[src/rtl/memory_map_unit.sv]
// memory_map_unit
//   Pipelined, run-time programmable logical-to-physical address translator.
//   A table of NUM_REGIONS entries {base, sizeLog2, phyBase, attr} is searched
//   in parallel for every request. Index 0 has the highest priority. The
//   winning entry produces a physical address {isUncachable, isIO, raw} and a
//   memory-map type. A miss, or an instruction fetch from a non-executable
//   region, produces an ILLEGAL response. A saturating counter tracks how many
//   ILLEGAL responses have been consumed.
//
// Ports
//   clk, rst_n                       clock, synchronous active-low reset
//   reqValid/reqReady                request handshake
//   reqAddr, reqIsFetch, reqTag      request payload
//   rspValid/rspReady                response handshake
//   rspPhyAddr, rspType, rspTag      response payload (held stable while stalled)
//   cfgWe, cfgIndex, cfgBase,
//   cfgSizeLog2, cfgPhyBase, cfgAttr region table write port, attr = {valid,exec,isIO,isUncachable}
//   cfgLock, locked                  one-way table lock, cleared only by reset
//   faultCount                       saturating count of consumed ILLEGAL responses
module memory_map_unit #(
    parameter int ADDR_WIDTH      = 32,
    parameter int PHY_ADDR_WIDTH  = 32,
    parameter int NUM_REGIONS     = 8,
    parameter int TAG_WIDTH       = 4,
    parameter int FAULT_CNT_WIDTH = 16,
    localparam int IDX_W          = (NUM_REGIONS > 1) ? $clog2(NUM_REGIONS) : 1,
    localparam int RAW_W          = PHY_ADDR_WIDTH - 2
) (
    input  logic                       clk,
    input  logic                       rst_n,
    input  logic                       reqValid,
    output logic                       reqReady,
    input  logic [ADDR_WIDTH-1:0]      reqAddr,
    input  logic                       reqIsFetch,
    input  logic [TAG_WIDTH-1:0]       reqTag,
    output logic                       rspValid,
    input  logic                       rspReady,
    output logic [PHY_ADDR_WIDTH-1:0]  rspPhyAddr,
    output logic [1:0]                 rspType,
    output logic [TAG_WIDTH-1:0]       rspTag,
    input  logic                       cfgWe,
    input  logic [IDX_W-1:0]           cfgIndex,
    input  logic [ADDR_WIDTH-1:0]      cfgBase,
    input  logic [4:0]                 cfgSizeLog2,
    input  logic [RAW_W-1:0]           cfgPhyBase,
    input  logic [3:0]                 cfgAttr,
    input  logic                       cfgLock,
    output logic                       locked,
    output logic [FAULT_CNT_WIDTH-1:0] faultCount
);

    typedef enum logic [1:0] {
        MMT_MEMORY  = 2'd0,
        MMT_IO      = 2'd1,
        MMT_ILLEGAL = 2'd2
    } mmt_e;

    // Region table
    logic [ADDR_WIDTH-1:0] tbl_base [NUM_REGIONS];
    logic [4:0]            tbl_size [NUM_REGIONS];
    logic [RAW_W-1:0]      tbl_phy  [NUM_REGIONS];
    logic [3:0]            tbl_attr [NUM_REGIONS];

    // Stage 1: request plus snapshot of the winning entry
    logic                  s1_valid;
    logic [ADDR_WIDTH-1:0] s1_addr;
    logic [TAG_WIDTH-1:0]  s1_tag;
    logic                  s1_fetch;
    logic                  s1_hit;
    logic [4:0]            s1_size;
    logic [RAW_W-1:0]      s1_phy;
    logic [2:0]            s1_attr;

    // Stage 2: final result
    logic                      s2_valid;
    logic [PHY_ADDR_WIDTH-1:0] s2_phy;
    mmt_e                      s2_type;
    logic [TAG_WIDTH-1:0]      s2_tag;

    logic                      s2_adv;
    logic                      accept;
    logic                      win_hit;
    logic [4:0]                win_size;
    logic [RAW_W-1:0]          win_phy;
    logic [2:0]                win_attr;
    logic [ADDR_WIDTH-1:0]     offset_mask;
    logic [RAW_W-1:0]          raw_addr;
    logic                      fault;
    logic [PHY_ADDR_WIDTH-1:0] phy_next;
    mmt_e                      type_next;

    // S2 drains whenever its slot is empty or consumed; S1 can always hand
    // over when S2 drains, so reqReady stays high at full throughput.
    assign s2_adv   = !s2_valid || rspReady;
    assign reqReady = !s1_valid || s2_adv;
    assign accept   = reqValid && reqReady;

    assign rspValid   = s2_valid;
    assign rspPhyAddr = s2_phy;
    assign rspType    = s2_type;
    assign rspTag     = s2_tag;

    // Table storage: defaults on reset, writes blocked once locked. A write
    // and a lock in the same cycle still performs the write because the lock
    // only takes effect from the next edge.
    always_ff @(posedge clk) begin
        if (!rst_n) begin
            for (int i = 0; i < NUM_REGIONS; i++) begin
                tbl_base[i] <= '0;
                tbl_size[i] <= '0;
                tbl_phy[i]  <= '0;
                tbl_attr[i] <= '0;
            end
            tbl_base[0] <= ADDR_WIDTH'(32'h4000_2000);
            tbl_size[0] <= 5'd0;
            tbl_phy[0]  <= RAW_W'(32'h0000_2000);
            tbl_attr[0] <= 4'b1011;
            tbl_base[1] <= ADDR_WIDTH'(32'h4000_0000);
            tbl_size[1] <= 5'd4;
            tbl_phy[1]  <= RAW_W'(32'h0000_0000);
            tbl_attr[1] <= 4'b1011;
            tbl_base[2] <= ADDR_WIDTH'(32'hA000_0000);
            tbl_size[2] <= 5'd29;
            tbl_phy[2]  <= RAW_W'(32'h0000_0000);
            tbl_attr[2] <= 4'b1001;
            tbl_base[3] <= ADDR_WIDTH'(32'h0000_0000);
            tbl_size[3] <= 5'd16;
            tbl_phy[3]  <= RAW_W'(32'h0000_0000);
            tbl_attr[3] <= 4'b1100;
            tbl_base[4] <= ADDR_WIDTH'(32'h8000_0000);
            tbl_size[4] <= 5'd29;
            tbl_phy[4]  <= RAW_W'(32'h0001_0000);
            tbl_attr[4] <= 4'b1100;
        end else if (cfgWe && !locked && (int'(cfgIndex) < NUM_REGIONS)) begin
            tbl_base[cfgIndex] <= cfgBase;
            tbl_size[cfgIndex] <= cfgSizeLog2;
            tbl_phy[cfgIndex]  <= cfgPhyBase;
            tbl_attr[cfgIndex] <= cfgAttr;
        end
    end

    always_ff @(posedge clk) begin
        if (!rst_n) begin
            locked <= 1'b0;
        end else if (cfgLock) begin
            locked <= 1'b1;
        end
    end

    // Parallel region match. Scanning from the top index down lets the
    // lowest matching index overwrite the others, giving index 0 priority.
    // Low base bits below sizeLog2 are shifted out, so misaligned bases are
    // tolerated.
    always_comb begin
        win_hit  = 1'b0;
        win_size = '0;
        win_phy  = '0;
        win_attr = '0;
        for (int i = NUM_REGIONS - 1; i >= 0; i--) begin
            if (tbl_attr[i][3] &&
                ((reqAddr >> tbl_size[i]) == (tbl_base[i] >> tbl_size[i]))) begin
                win_hit  = 1'b1;
                win_size = tbl_size[i];
                win_phy  = tbl_phy[i];
                win_attr = tbl_attr[i][2:0];
            end
        end
    end

    // Translation of the S1 snapshot. The entry was captured at accept time,
    // so table writes after acceptance cannot affect an in-flight request.
    always_comb begin
        offset_mask = (ADDR_WIDTH'(1) << s1_size) - ADDR_WIDTH'(1);
        raw_addr    = s1_phy + RAW_W'(s1_addr & offset_mask);
        fault       = !s1_hit || (s1_fetch && !s1_attr[2]);
        phy_next    = '0;
        type_next   = MMT_MEMORY;
        if (fault) begin
            type_next = MMT_ILLEGAL;
        end else begin
            phy_next  = {s1_attr[0], s1_attr[1], raw_addr};
            type_next = s1_attr[1] ? MMT_IO : MMT_MEMORY;
        end
    end

    // Two-stage pipeline. S2 payload only changes when it advances with a
    // valid S1, so a stalled response holds every rsp* output steady.
    always_ff @(posedge clk) begin
        if (!rst_n) begin
            s1_valid <= 1'b0;
            s1_addr  <= '0;
            s1_tag   <= '0;
            s1_fetch <= 1'b0;
            s1_hit   <= 1'b0;
            s1_size  <= '0;
            s1_phy   <= '0;
            s1_attr  <= '0;
            s2_valid <= 1'b0;
            s2_phy   <= '0;
            s2_type  <= MMT_MEMORY;
            s2_tag   <= '0;
        end else begin
            if (accept) begin
                s1_valid <= 1'b1;
                s1_addr  <= reqAddr;
                s1_tag   <= reqTag;
                s1_fetch <= reqIsFetch;
                s1_hit   <= win_hit;
                s1_size  <= win_size;
                s1_phy   <= win_phy;
                s1_attr  <= win_attr;
            end else if (s2_adv) begin
                s1_valid <= 1'b0;
            end
            if (s2_adv) begin
                s2_valid <= s1_valid;
                if (s1_valid) begin
                    s2_phy  <= phy_next;
                    s2_type <= type_next;
                    s2_tag  <= s1_tag;
                end
            end
        end
    end

    // Fault counter counts ILLEGAL responses on their handshake and sticks
    // at all-ones.
    always_ff @(posedge clk) begin
        if (!rst_n) begin
            faultCount <= '0;
        end else if (s2_valid && rspReady && (s2_type == MMT_ILLEGAL) &&
                     (faultCount != {FAULT_CNT_WIDTH{1'b1}})) begin
            faultCount <= faultCount + 1'b1;
        end
    end

endmodule

[config.mk]
export PLATFORM = sky130hd
export DESIGN_NAME = memory_map_unit
export DESIGN_NICKNAME = d
export VERILOG_FILES = /design/src/rtl/memory_map_unit.sv
export SDC_FILE = /design/constraint.sdc
export NUM_CORES = 2
export LEC_CHECK = 0
export CORE_ASPECT_RATIO = 0.9
export CORE_MARGIN = 2
export CORE_UTILIZATION = 39
export CTS_BUF_LIST = sky130_fd_sc_hd__clkbuf_16
export CTS_CLUSTER_DIAMETER = 150
export CTS_CLUSTER_SIZE = 16
export DETAILED_ROUTE_END_ITERATION = 7
export PLACE_DENSITY = 0.63
export REMOVE_ABC_BUFFERS = 1
export SLEW_MARGIN = 0
export SYNTH_ARGS = -nofsm -noshare
export SYNTH_HDL_FRONTEND = slang
export SYNTH_SLANG_ARGS = --single-unit
[constraint.sdc]
create_clock -name clk -period 12.6 [get_ports clk]
set_input_delay 2.52 -clock clk [delete_from_list [all_inputs] [get_ports clk]]
set_output_delay 2.52 -clock clk [all_outputs]
set_load 0.005 [all_outputs]
# ---- Word-level counts from Yosys, hierarchy flattened
# Memory sizes are Yosys's and may differ from the RTL's.
# Index checks and enable logic that the tools add are counted.
dict set report word_totals {
  reg_bits 131
  ram_bits 568
  in_bits 117
  output_inout_bits 57
  word_cells 170
  mem_count 4
}
# name depth width rd rd_clocked_by_memory_dff wr line_no
set memory_table {}
lappend memory_table {tbl_base 8 32 8 0 8 59} ;# logic [ADDR_WIDTH-1:0] tbl_base [NUM_REGIONS];
lappend memory_table {tbl_phy 8 30 8 0 8 61} ;# logic [RAW_W-1:0] tbl_phy [NUM_REGIONS];
lappend memory_table {tbl_size 8 5 8 0 8 60} ;# logic [4:0] tbl_size [NUM_REGIONS];
lappend memory_table {tbl_attr 8 4 8 0 8 62} ;# logic [3:0] tbl_attr [NUM_REGIONS];
dict set report classes {
  add_sub_neg 3
  n_eq_ne 10
  n_shift 17
  n_mux 73
  bitwise 21
  reduce_logical 28
}
# op count
set op_table {}
lappend op_table {{$shr 32x5->32} 16}
lappend op_table {{$mux 30} 14}
lappend op_table {{$eq 32x32->1} 8}
lappend op_table {{$mux 32} 7}
lappend op_table {{$mux 5} 14}
lappend op_table {{$mux 3} 12}
lappend op_table {{$reduce_or 32->1} 1}
lappend op_table {{$add 30x30->30} 1}
lappend op_table {{$and 30x30->30} 1}
lappend op_table {{$reduce_or 30->1} 1}
lappend op_table {{$shl 1x5->30 const A} 1}
lappend op_table {{$sub 30x2->30 const B} 1}
lappend op_table {{$mux 4} 6}
lappend op_table {{$or 1x1->1} 20}
lappend op_table {{$mux 1} 19}
lappend op_table {{$add 16x1->16 const B} 1}
lappend op_table {{$ne 16x16->1 const B} 1}
lappend op_table {{$logic_and 1x1->1} 14}
lappend op_table {{$logic_not 1->1} 5}
lappend op_table {{$reduce_or 5->1} 1}
lappend op_table {{$reduce_or 4->1} 1}
lappend op_table {{$logic_or 1x1->1} 3}
lappend op_table {{$eq 2x2->1 const B} 1}
lappend op_table {{$mux 2} 1}
lappend op_table {{2 further kinds} 2}

# ---- Longest topological paths before layout
dict set report depth {
  word_depth 11
  mapped_depth 23
  ltp_nobuf 20
}

# ---- Least setup slack after synthesis
# Ideal clock, no wire load.
dict set report synth_path {
  path_type {input port to flip-flop}
  startpoint {input port rst_n}
  endpoint {memory tbl_attr[2][0] (enable)}
  setup_time_ns 0.598
  arrival_ns 8.290
  t_required_ns 12.002
  setup_slack_ns 3.712
  path_stages 5
  path_buffers 2
  path_cell_list {nand2_1 > or3_1 > clkbuf_1 > clkbuf_1 > o21ai_0}
}
# item line_no
set synth_lines {}
lappend synth_lines {{start: declaration} 30} ;# input logic rst_n,
lappend synth_lines {{end: declaration} 62}

# ---- Worst setup path after layout
dict set report layout_path {
  startpoint {input port reqAddr[29]}
  endpoint {register s1_phy[28]}
}
dict set report layout_via {
  elab_chain_cells 11
  elab_cells_between_ends 32
  classes_between {eq/ne: 8; shift: 8; mux: 8; reduce/logical: 8}
}
# item line_no
set layout_rtl {}
lappend layout_rtl {{start: declaration} 33} ;# input logic [ADDR_WIDTH-1:0] reqAddr,
lappend layout_rtl {{$shr 32x5->32} 161} ;# ((reqAddr >> tbl_size[i]) == (tbl_base[i] >> tbl_size[i]))) begin
lappend layout_rtl {{$eq 32x32->1} 161}
lappend layout_rtl {{$logic_and 1x1->1} 160} ;# if (tbl_attr[i][3] &&
lappend layout_rtl {{$mux 30 (7 in a row)} 160}
lappend layout_rtl {{$mux 30 (*)} 160}
lappend layout_rtl {{end signal: assignment} 210} ;# s1_phy <= win_phy;
lappend layout_rtl {{end: declaration} 71} ;# logic [RAW_W-1:0] s1_phy;
# Every way passes the cells marked *; elsewhere a longest branch is shown, timed or not.
# A chain may end at the register's enable or synchronous reset.

==> results.ini <==
[sta]
setup_repair_after_global_routing_missed_its_margin=false
final_period_minus_worst_setup_slack_ns=7.009
fmax_mhz=142.7
worst_slew_margin_rel=0.1626
totalNegativeSetupSlack_ns=0
final.hold.worst_slack_ns=0.4540
finalMaxSlewViolations=0
setup-violations-final=0
finalHoldViolations=0
post-route-period-util=0.5563
tightestPinTransition_ns=1.245
worst_clock_skew_ns=0.03769

[cts]
cts_repair_resize_count=0
cts_root_buf=sky130_fd_sc_hd__clkbuf_16
ctsLongestPathBuffers=3
insertion_delay_to_the_later_sink_of_the_worst_skew_pair_ns=0.67
cts_tree=built
htree_levels=2
cts_setup_buffers=0
post_cts_hold_buffer_count=0
clkSlewWorstSetupHoldPaths_ns=0.08
cts-buffers-inserted=49
clkSinkCount=698

[floorplan]
rows=114
ioPinCount=174
core_region_mm2=0.1070
die_w_um=349.5
floorplan.die.height_um=315.0
design.die.area_mm2=0.1101
initial_utilization=0.3917

[setup_path]
worst_setup_path_end_kind=flop
setup.worst_path.class=in -> reg
startpoint_type=input pin
worst-endpoint-arrival_ns=7.60
cp_max_fo=37
cp.required_ns=13.19

[final_layout]
area_growth_pct=10.67
final_layout_size_suffix_gt1_frac=0.1063
final_cell_mix=568 x sky130_fd_sc_hd__edfxtp_1, 560 x sky130_fd_sc_hd__and2_1, 338 x sky130_fd_sc_hd__nand2_1
final_core_utilization=0.4335
final_cells=5249
leading_cell_type_in_the_layout_fill_and_taps_excluded=sky130_fd_sc_hd__edfxtp_1
finalNetCount=3972

[yosys]
ys_seq_elements=698
yosys.area.top_type_share=0.4070
synth_area_leaders=sky130_fd_sc_hd__edfxtp_1 41%, sky130_fd_sc_hd__mux4_2 11%, sky130_fd_sc_hd__and2_1 8.4%
synthesis.instances=3810
synth_cell_types=85
mapped_cell_area_mm2=0.04191
ys.flop_type=sky130_fd_sc_hd__edfxtp_1
synth_sequential_area_ratio=0.4691
post_synth.cell_area_avg_um2=11.00
synth.yosys.warnings=0
synth_top_area_cell=sky130_fd_sc_hd__edfxtp_1
synth_edf_count=568
asyncSetResetFlopFracSynth=0

[status]
status=finished clean

[global_routing]
number_of_antenna_violations_at_the_first_check_in_global_routing=7
grt_start_max_net_pins=73
global_route.overflow_total=0
grt_pass1_vias=28710
grt_first_pass_wirelength_um=188600
gr-usage-all-layers=0.2258

[routing]
route.antenna.remaining_nets=0
postRouteWirelength_um=125700
vias=30470
drt_iter0_drc=3770
number_of_drc_violations_after_detailed_routing=0
routed_vias_inst=5.805
wire_per_inst_um=23.95
detail_route.first_pass.iterations=7

[placement]
port_buffers=173
post-place-cells=5164
detailedPlacementHpwl_um=84890
routabilityCongestion=0.9359

[power]
static-leakage-power_nw=16.45
powerDensity_mw_per_mm2=109.8
ir_drop_uv=98.74

[worst_hold_path]
hp-class=reg -> reg

[job]
cap_violations=0

==> registers in the layout (all words and copies together), names as in the netlist, 3 cells and up <==
name and count:
faultCount 16, rspPhyAddr 32, rspTag 4, s1_addr 30
s1_attr 3, s1_phy 30, s1_size 5, s1_tag 4
tbl_attr 32, tbl_base 256, tbl_phy 240, tbl_size 40
==> synthesized netlist by cell type (10+ instances only) <==
library cell / count
sky130_fd_sc_hd__a211oi_1: 46
sky130_fd_sc_hd__a21boi_0: 11
sky130_fd_sc_hd__a21o_1: 22
sky130_fd_sc_hd__a21oi_1: 130
sky130_fd_sc_hd__a22oi_1: 96
sky130_fd_sc_hd__a31oi_1: 52
sky130_fd_sc_hd__and2_1: 561
sky130_fd_sc_hd__and3_1: 20
sky130_fd_sc_hd__buf_1: 31
sky130_fd_sc_hd__buf_2: 82
sky130_fd_sc_hd__clkbuf_1: 177
sky130_fd_sc_hd__dfxtp_1: 130
sky130_fd_sc_hd__edfxtp_1: 568
sky130_fd_sc_hd__ha_1: 31
sky130_fd_sc_hd__inv_1: 30
sky130_fd_sc_hd__mux2_2: 18
sky130_fd_sc_hd__mux2i_1: 70
sky130_fd_sc_hd__mux4_2: 196
sky130_fd_sc_hd__nand2_1: 339
sky130_fd_sc_hd__nand2b_1: 26
sky130_fd_sc_hd__nand3_1: 80
sky130_fd_sc_hd__nand4_1: 17
sky130_fd_sc_hd__nor2_1: 223
sky130_fd_sc_hd__nor2b_1: 26
sky130_fd_sc_hd__nor3_1: 30
sky130_fd_sc_hd__nor4_1: 20
sky130_fd_sc_hd__o211ai_1: 19
sky130_fd_sc_hd__o21ai_0: 153
sky130_fd_sc_hd__o21bai_1: 10
sky130_fd_sc_hd__o22ai_1: 12
sky130_fd_sc_hd__or3_1: 29
sky130_fd_sc_hd__xnor2_1: 209
sky130_fd_sc_hd__xor2_1: 169
==> final timing paths <==
path                                 start                           to  slack [ns]  cells after the start
setup / recovery               reqAddr[29]      s1_phy[28]$_SDFFE_PN0P_        5.59                     15
hold / removal    s1_addr[14]$_SDFFE_PN0P_     s1_addr[14]$_SDFFE_PN0P_        0.45                      2
setup reg to reg   s1_size[3]$_SDFFE_PN0P_  rspPhyAddr[29]$_SDFFE_PN0P_        6.51                     17
hold reg to reg   s1_addr[14]$_SDFFE_PN0P_     s1_addr[14]$_SDFFE_PN0P_        0.45                      2
==> cell type report <==
type | count | area (um2)
antenna | 1 | 2.502
timing repair buffer | 267 | 2432
clock buffer | 49 | 1226
fill | 9922 | 60600
inverter | 41 | 155.1
tap | 1392 | 1742
clock inverter | 35 | 183.9
multi-input combinational | 2766 | 20980
sequential | 698 | 19660
==> layer usage <==
layer | share of wire | GRT usage | vias to the layer above
met2 | 0.45 | 0.3480 | 1273
met1 | 0.44 | 0.3277 | 15120
met3 | 0.083 | 0.03611 | 198
met4 | 0.030 | 0.06583 | 6
met5 | 0.00027 | 0 | -
li1 | - | - | 13870
==> kinds of logic (layout without fill, tap and decap cells) <==
logic type / after synthesis / in the layout / share of synthesized area
XOR/XNOR: 378 / 378 / 0.07900
adder cells (fa/ha/maj): 32 / 32 / 0.009734
AND/OR/NAND/NOR: 1404 / 1404 / 0.1742
multiplexers: 284 / 284 / 0.1269
flip-flops: 698 / 698 / 0.4691
other: 0 / 1 / 0
AO/OA/AOI/OAI: 668 / 668 / 0.1057
buffers and inverters: 346 / 392 / 0.03532
==> report_power, final <==
group	total [W]	switching [W]	internal [W]	leakage, nW
clock network	0.00156	0.000848	0.000711	0.799
registers	0.00266	0.0000695	0.00259	6.77
logic	0.000874	0.000526	0.000347	8.89
total	0.00509	0.00144	0.00365	16.5
==> worst max-delay path, cell delays in order <==
cell                              delay [ns]
sky130_fd_sc_hd__clkdlybuf4s50_1        0.45
sky130_fd_sc_hd__buf_4                  0.29
sky130_fd_sc_hd__xor2_1                 0.26
sky130_fd_sc_hd__mux4_2                 0.52
sky130_fd_sc_hd__nor4_1                 0.84
sky130_fd_sc_hd__o211ai_1               0.21
sky130_fd_sc_hd__a211oi_1               0.37
sky130_fd_sc_hd__a311o_1                0.17
sky130_fd_sc_hd__nand4_1                0.36
sky130_fd_sc_hd__nor2_4                 0.18
sky130_fd_sc_hd__buf_4                  0.52
sky130_fd_sc_hd__nand2_1                0.12
sky130_fd_sc_hd__a2111oi_0              0.39
sky130_fd_sc_hd__o21ai_0                0.20
sky130_fd_sc_hd__a31oi_1                0.19
==> per-stage QoR <==
step           setup slack (ns)  total power, W  area, um2
4_1_cts                   5.803        0.005109      46370
3_3_place_gp              5.128        0.003557      44960
5_1_grt                   5.435        0.005265      46380
3_5_place_dp              5.145        0.003568      44960
6_report                  5.591        0.005093      46380
2_1_floorplan             3.872        0.003236      40580
Power figures use the tool's default switching activity.
